===== src/rtl/regfile_wb_pkg.sv =====
// Shared types and widths for the regfile writeback arbiter.
// Imported by wb_prio_pick and regfile_wb_arbiter.
package regfile_wb_pkg;

  localparam int REG_AW       = 5;
  localparam int DATA_W       = 32;
  localparam int STARVE_CNT_W = 4;

  typedef enum logic {
    G0 = 1'b0,
    G1 = 1'b1
  } grant_t;

endpackage


===== src/rtl/wb_prio_pick.sv =====
// Combinational winner select for the writeback arbiter.
// cwin is the conflict winner; ready never looks at its own valid.
module wb_prio_pick
  import regfile_wb_pkg::*;
#(
  parameter int FIXED_PRIO = 0,
  parameter int STARVE_MAX = 4
) (
  input  logic                    v0,
  input  logic                    v1,
  input  grant_t                  last_grant,
  input  logic [STARVE_CNT_W-1:0] starve_cnt,
  output grant_t                  cwin,
  output logic                    rdy0,
  output logic                    rdy1
);

  localparam logic [STARVE_CNT_W-1:0] SMAX =
    STARVE_CNT_W'(STARVE_MAX);

  // who would win if both sources were valid
  always_comb begin
    cwin = G0;
    unique case (1'b1)
      (FIXED_PRIO != 0): cwin = (starve_cnt == SMAX) ? G0 : G1;
      default:           cwin = (last_grant == G0) ? G1 : G0;
    endcase
  end

  // a source is held off only when the other is valid and wins
  always_comb begin
    rdy0 = !(v1 && (cwin == G1));
    rdy1 = !(v0 && (cwin == G0));
  end

endmodule


===== src/rtl/regfile_wb_arbiter.sv =====
// Two-source writeback arbiter for the single regfile write port.
// Optional WB_STATS_EN adds conflict / r0-drop counters.
module regfile_wb_arbiter
  import regfile_wb_pkg::*;
#(
  parameter int FIXED_PRIO = 0,
  parameter int STARVE_MAX = 4
) (
  input  logic              clk,
  input  logic              clr,
  input  logic              wb0_valid,
  input  logic [REG_AW-1:0] wb0_wn,
  input  logic [DATA_W-1:0] wb0_d,
  output logic              wb0_ready,
  input  logic              wb1_valid,
  input  logic [REG_AW-1:0] wb1_wn,
  input  logic [DATA_W-1:0] wb1_d,
  output logic              wb1_ready,
  output logic              rf_we,
  output logic [REG_AW-1:0] rf_wn,
  output logic [DATA_W-1:0] rf_d,
  output logic              conflict
`ifdef WB_STATS_EN
  ,
  output logic [15:0]       stat_conflicts,
  output logic [15:0]       stat_r0_drops
`endif
);

  localparam logic [STARVE_CNT_W-1:0] SMAX =
    STARVE_CNT_W'(STARVE_MAX);

  grant_t                  last_grant;
  grant_t                  cwin;
  logic [STARVE_CNT_W-1:0] starve_cnt;
  logic                    hs0;
  logic                    hs1;

  wb_prio_pick #(
    .FIXED_PRIO (FIXED_PRIO),
    .STARVE_MAX (STARVE_MAX)
  ) u_pick (
    .v0         (wb0_valid),
    .v1         (wb1_valid),
    .last_grant (last_grant),
    .starve_cnt (starve_cnt),
    .cwin       (cwin),
    .rdy0       (wb0_ready),
    .rdy1       (wb1_ready)
  );

  // handshakes and the hazard-unit stall hint
  always_comb begin
    conflict = wb0_valid && wb1_valid;
    hs0      = wb0_valid && wb0_ready;
    hs1      = wb1_valid && wb1_ready;
  end

  // registered write port; r0 writes are accepted but not issued
  always_ff @(posedge clk) begin
    if (clr) begin
      rf_we <= 1'b0;
      rf_wn <= '0;
      rf_d  <= '0;
    end else begin
      rf_we <= 1'b0;
      if (hs0) begin
        rf_we <= (wb0_wn != '0);
        if (wb0_wn != '0) begin
          rf_wn <= wb0_wn;
          rf_d  <= wb0_d;
        end
      end else if (hs1) begin
        rf_we <= (wb1_wn != '0);
        if (wb1_wn != '0) begin
          rf_wn <= wb1_wn;
          rf_d  <= wb1_d;
        end
      end
    end
  end

  // round-robin history, moves only on a completed handshake
  always_ff @(posedge clk) begin
    if (clr) begin
      last_grant <= G1;
    end else if (hs0) begin
      last_grant <= G0;
    end else if (hs1) begin
      last_grant <= G1;
    end
  end

  // count conflicts the ALU loses so it cannot starve forever
  always_ff @(posedge clk) begin
    if (clr || (FIXED_PRIO == 0)) begin
      starve_cnt <= '0;
    end else if (!wb0_valid || hs0) begin
      starve_cnt <= '0;
    end else if (conflict && hs1 && (starve_cnt != SMAX)) begin
      starve_cnt <= starve_cnt + 1'b1;
    end
  end

`ifdef WB_STATS_EN
  logic r0_drop;

  always_comb begin
    r0_drop = (hs0 && (wb0_wn == '0)) ||
              (hs1 && (wb1_wn == '0));
  end

  // saturating statistics counters
  always_ff @(posedge clk) begin
    if (clr) begin
      stat_conflicts <= '0;
      stat_r0_drops  <= '0;
    end else begin
      if (conflict && (stat_conflicts != 16'hFFFF))
        stat_conflicts <= stat_conflicts + 16'd1;
      if (r0_drop && (stat_r0_drops != 16'hFFFF))
        stat_r0_drops <= stat_r0_drops + 16'd1;
    end
  end
`endif

endmodule

===== config.mk =====
export PLATFORM = sky130hd
export DESIGN_NAME = regfile_wb_arbiter
export DESIGN_NICKNAME = d
export VERILOG_FILES = /design/src/rtl/regfile_wb_pkg.sv /design/src/rtl/wb_prio_pick.sv /design/src/rtl/regfile_wb_arbiter.sv
export SDC_FILE = /design/constraint.sdc
export NUM_CORES = 1
export LEC_CHECK = 0
export ABC_AREA = 0
export BUFFER_PORTS_ARGS = -buffer_cell sky130_fd_sc_hd__buf_2
export CORE_ASPECT_RATIO = 0.8
export CORE_MARGIN = 2
export CORE_UTILIZATION = 35
export DETAILED_ROUTE_END_ITERATION = 6
export GPL_ROUTABILITY_DRIVEN = 0
export PLACE_DENSITY = 0.67
export SYNTH_ARGS = -nofsm -noshare
export SYNTH_HDL_FRONTEND = slang
export SYNTH_SLANG_ARGS = --single-unit

===== constraint.sdc =====
create_clock -name clk -period 3.7 [get_ports clk]
set_clock_uncertainty 0.05 [all_clocks]
set_input_delay 0 -clock clk [delete_from_list [all_inputs] [get_ports clk]]
set_output_delay 0 -clock clk [all_outputs]
set_load 0.05 [all_outputs]

# Yosys cells after proc, flatten, opt, wreduce, memory -nomap -nowiden

Index checks and enable logic that the tools add are counted.

Register bits: 39
Input port bits: 78
Output and inout port bits: 41
Logic and storage cells: 30

Equal/unequal tests: 1
Muxes and demuxes: 13
Reductions and logical operators: 12

Operators by type and width:

| cell                                                            | count |
|---|---|
| 32-bit 2-to-1 mux                                               | 4 |
| 5-bit 2-to-1 mux                                                | 4 |
| 5-bit nonzero test                                              | 2 |
| 1-bit logical AND                                               | 5 |
| 1-bit 2-to-1 mux                                                | 5 |
| 2-bit nonzero test                                              | 2 |
| 3-bit AND reduction                                             | 1 |
| 1-bit logical NOT                                               | 2 |
| 2-bit by 1-bit != test with 1-bit output, second input constant | 1 |

# Logic depth before layout (Yosys ltp)

Depth after elaboration: 6
Gate-level depth with buffers: 7
Mapped depth without buffers: 5

# Cells and area by module

Synthesis repeated with hierarchy kept, for this count alone.

Cells, all modules: 258
Area total of the unflattened synthesis: 2155.8 um^2

By module, submodules not included:

| module             | times used | cells an instance | area an instance (um^2) | sequential area each (um^2) |
|---|---|---|---|---|
| regfile_wb_arbiter | 1          | 255               | 2142.1                  | 780.7 |
| wb_prio_pick       | 1          | 3                 | 13.8                    | 0.0 |

# Worst setup path before layout

OpenSTA, ideal clock, no wires.

Path kind: register -> register
Start point: register last_grant
End point: register rf_d[0]
Setup time: 121 ps
Arrival time: 1522 ps
Required time: 3529 ps
Slack: 2007 ps
Cell stages (with the launch flop): 6
Buffers on the path: 1
Clock period less this slack: 1693 ps
Cell sequence: dfxtp_1 nand2_1 o211ai_2 nand2_4 buf_6 mux2_4

Elaborated cells between the ends (all ways): 12
Those cells by class: eq/ne: 1; mux: 2; reduce/logical: 9

RTL lines:

| item                          | RTL line                 | source |
|---|---|---|
| start, declared               | regfile_wb_arbiter.sv:33 | `grant_t last_grant;` |
| start signal, assigned        | regfile_wb_arbiter.sv:86 | `last_grant <= G1;` |
| start signal, assigned        | regfile_wb_arbiter.sv:88 | `last_grant <= G0;` |
| start signal, assigned        | regfile_wb_arbiter.sv:90 | `last_grant <= G1;` |
| 1-bit logical AND             | wb_prio_pick.sv:33       | `rdy1 = !(v0 && (cwin == G0));` |
| 1-bit logical NOT             | wb_prio_pick.sv:33       |  |
| named net wb1_ready           | regfile_wb_arbiter.sv:18 | `output logic wb1_ready,` |
| 1-bit logical AND             | regfile_wb_arbiter.sv:56 | `hs1 = wb1_valid && wb1_ready;` |
| 2-bit nonzero test (no line)  | --                       |  |
| 3-bit AND reduction (no line) | --                       |  |
| end signal, assigned          | regfile_wb_arbiter.sv:71 | `rf_d <= wb0_d;` |
| end signal, assigned          | regfile_wb_arbiter.sv:77 | `rf_d <= wb1_d;` |
| end, declared                 | regfile_wb_arbiter.sv:21 | `output logic [DATA_W-1:0] rf_d,` |

The timed path passes the listed nets, and every way through them passes these cells.
A chain may end at the register's enable or synchronous reset.

# Final worst setup path

Start point: input port wb0_valid
End point: register rf_d[22]

Longest elaborated chain between the ends: 5
Elaborated cells between the ends (all ways): 9
Those cells by class: eq/ne: 1; mux: 1; reduce/logical: 7

Ends and longest elaborated chain:

| item                          | RTL line                 | source |
|---|---|---|
| start, declared               | regfile_wb_arbiter.sv:11 | `input logic wb0_valid,` |
| 1-bit logical AND             | wb_prio_pick.sv:33       |  |
| 1-bit logical NOT             | wb_prio_pick.sv:33       |  |
| 1-bit logical AND             | regfile_wb_arbiter.sv:56 |  |
| 2-bit nonzero test (no line)  | --                       |  |
| 3-bit AND reduction (no line) | --                       |  |

Several ways; a longest one is shown, not always the timed one.

==> results.yml <==
clocking:
  cts.sinks: 39
  htreeDepth: 2
  cts_buffers: 5
  ctsLongestPathBuffers: 2
  cts_resized: 0
  cts-root-buf: "clkbuf_8"
  clk_latency_ns: 0.29
  cts_tree: "done"
  path_clk_slew_ns: 0.08
floorplan:
  core-area_um2: 6410
  ios: 119
  rows: 26
  dieArea_um2: 7320
  die_h_um: 76.9
  start_util_pct: 36.3
  dieWidth_um: 95.2
sta:
  fin_crit_sh_pct: 52.4
  max_slew.worst_pin.slew_ns: 1.01
  fmax_mhz: 516
  setup_viol: 0
  fin_crit_ns: 1.94
  drv_slew: 0
  rsz0062_at_grt: "no"
  tns_ns: 0
  slew_headroom_pct: 32.3
  finalHoldViolations: 0
  whs_ns: 0.0268
pwr:
  power.internal_mw: 0.876
  irDropWorstVdd_v: 0.000189
  powerDensity_nw_per_um2: 426
  p_seq_share_pct: 36.4
  pwr-share-comb_pct: 31.0
  power.switching_fraction_pct: 32.8
  total_power_mw: 1.30
  switchingPower_mw: 0.428
  clockPowerShare_pct: 32.6
  p_leak_nw: 1.48
layout:
  multiInputGateArea_um2: 1420
  final.fill_count: 631
  final_common_cell: "buf_2"
  nNetsFinal: 444
  final_cells: 451
  drive_gt1_share_pct: 46.6
  layout_common_cells: "buf_2 (118), a21oi_1 (39), dfxtp_1 (39)"
  syn_to_final_growth_pct: 31.7
  seq_area_um2: 781
  diodes: 0
  design_area_um2: 3070
synthesis:
  syn_area_per_cell_um2: 8.82
  synth_cell_types: 18
  synth.top_cell.area_share_pct: 33.5
  synthCells: 264
  synthTopCellsByArea: "dfxtp_1 (34%), mux2_4 (19%), nor2b_1 (10%), a21oi_1 (8.4%), nand3_1 (8.0%)"
  yosys_warnings: 0
  synth_area_leader_cell: "dfxtp_1"
  yosysSeqAreaShare_pct: 33.5
  syn_nets: 342
  netlist_area_um2: 2330
  ys_ff_latch: 39
hold_path:
  worstHoldPathType: "in2reg"
route:
  vias: 2280
  wire_per_inst_um: 14.3
  drtAntennaViolNets: 0
  routed_wl_um: 6470
  viasPerCell: 5.06
  drt_iter0_markers: 91
  first_pass_iters: 4
  route.detailed.drc: 0
run_status:
  status: "finished clean"
placed_design:
  place_area_um2: 2920
  placed_cells: 442
  hpwl_um: 4250
  io_buffers: 118
grt:
  grt_pass1_wl_um: 10300
  first_global_vias: 2163
  track_usage_pct: 17.7
  grt_max_degree: 46
  grt_antenna_before_repair: 0
  overflow: 0
job:
  maxCapViolCount: 0
setup_path:
  worst_setup_path_start_kind: "primary input"
  criticalPathCategory: "in2reg"
  crit_fanout: 41
  cp_data_arrival_time_ns: 2.06
  cp.required_ns: 3.83
  worstSetupEndpointType: "flop"
==> cells in the mapped netlist <==
cell / n
inv_1: 2
nand3_1: 37
dfxtp_1: 39
nor2b_1: 38
and2_1: 1
buf_2: 1
clkbuf_1: 18
or4_4: 2
o21ai_0: 37
mux2_2: 7
buf_1: 5
nand2_1: 2
o211ai_4: 1
nand2_4: 1
buf_6: 3
o211ai_2: 1
a21oi_1: 39
mux2_4: 30
==> worst paths after layout <==
kind              cells past startpoint        from  slack [ns]         end
hold reg to reg                       2  last_grant        0.47  last_grant
setup reg to reg                      5  last_grant        1.92    rf_d[18]
setup / recovery                      5   wb0_valid        1.76    rf_d[22]
hold / removal                        3   wb0_wn[1]        0.03       rf_we
==> sequential cells by signal, summed over array words and instances, names as in the netlist <==
name / count
rf_we: 1
last_grant: 1
rf_d: 32
rf_wn: 5
==> critical path: stages <==
cell and delay, ns:
buf_2 0.61, inv_1 0.70, o21ai_0 0.36, a21oi_1 0.11
mux2_4 0.27
==> metal layers <==
layer / share of wire [%] / wire length, um / track usage, %
met5: 0 / 0 / 0
met4: 1.1 / 68 / 4.49
met3: 7.0 / 453 / 3.73
met2: 45 / 2920 / 27.7
met1: 47 / 3030 / 24.7
==> cells by family after synthesis <==
group / count (synthesis) / synth area share (%)
AO/OA/AOI/OAI: 78 / 17.8
buffers and inverters: 29 / 5.70
flip-flops: 39 / 33.5
multiplexers: 37 / 22.7
AND/OR/NAND/NOR: 81 / 20.2
==> stage by stage <==
stage | util (%) | worst slack, ns
final | 47.8 | 1.76
after global routing | 47.8 | 1.55
after CTS | 47.8 | 1.80
after detailed placement | 45.6 | 1.49
after global placement | 45.6 | 1.52
after floorplan | - | 2.01
==> final cells by class <==
class / instances / share of cell area (%)
Multi-Input combinational cell: 196 / 46.2
Sequential cell: 39 / 25.5
Timing Repair Buffer: 122 / 20.3
Tap cell: 84 / 3.43
Clock buffer: 6 / 2.37
Clock inverter: 2 / 1.96
Inverter: 2 / 0.245
==> power groups by stage <==
stage | clock network (mW) | logic (mW) | registers [mW]
2_1_floorplan | 0 | 0.176 | 0.610
3_3_place_gp | 0 | 0.402 | 0.484
3_5_place_dp | 0 | 0.405 | 0.484
4_1_cts | 0.438 | 0.407 | 0.475
5_1_grt | 0.451 | 0.434 | 0.480
6_report | 0.425 | 0.405 | 0.475
==> what timing repair did <==
item / in CTS / in global routing
hold buffers: 1 / 0
buffers inserted: 0 / 0
hold endpoints to repair: 1 / 0
Note: power is estimated with default switching activity, not from simulation.
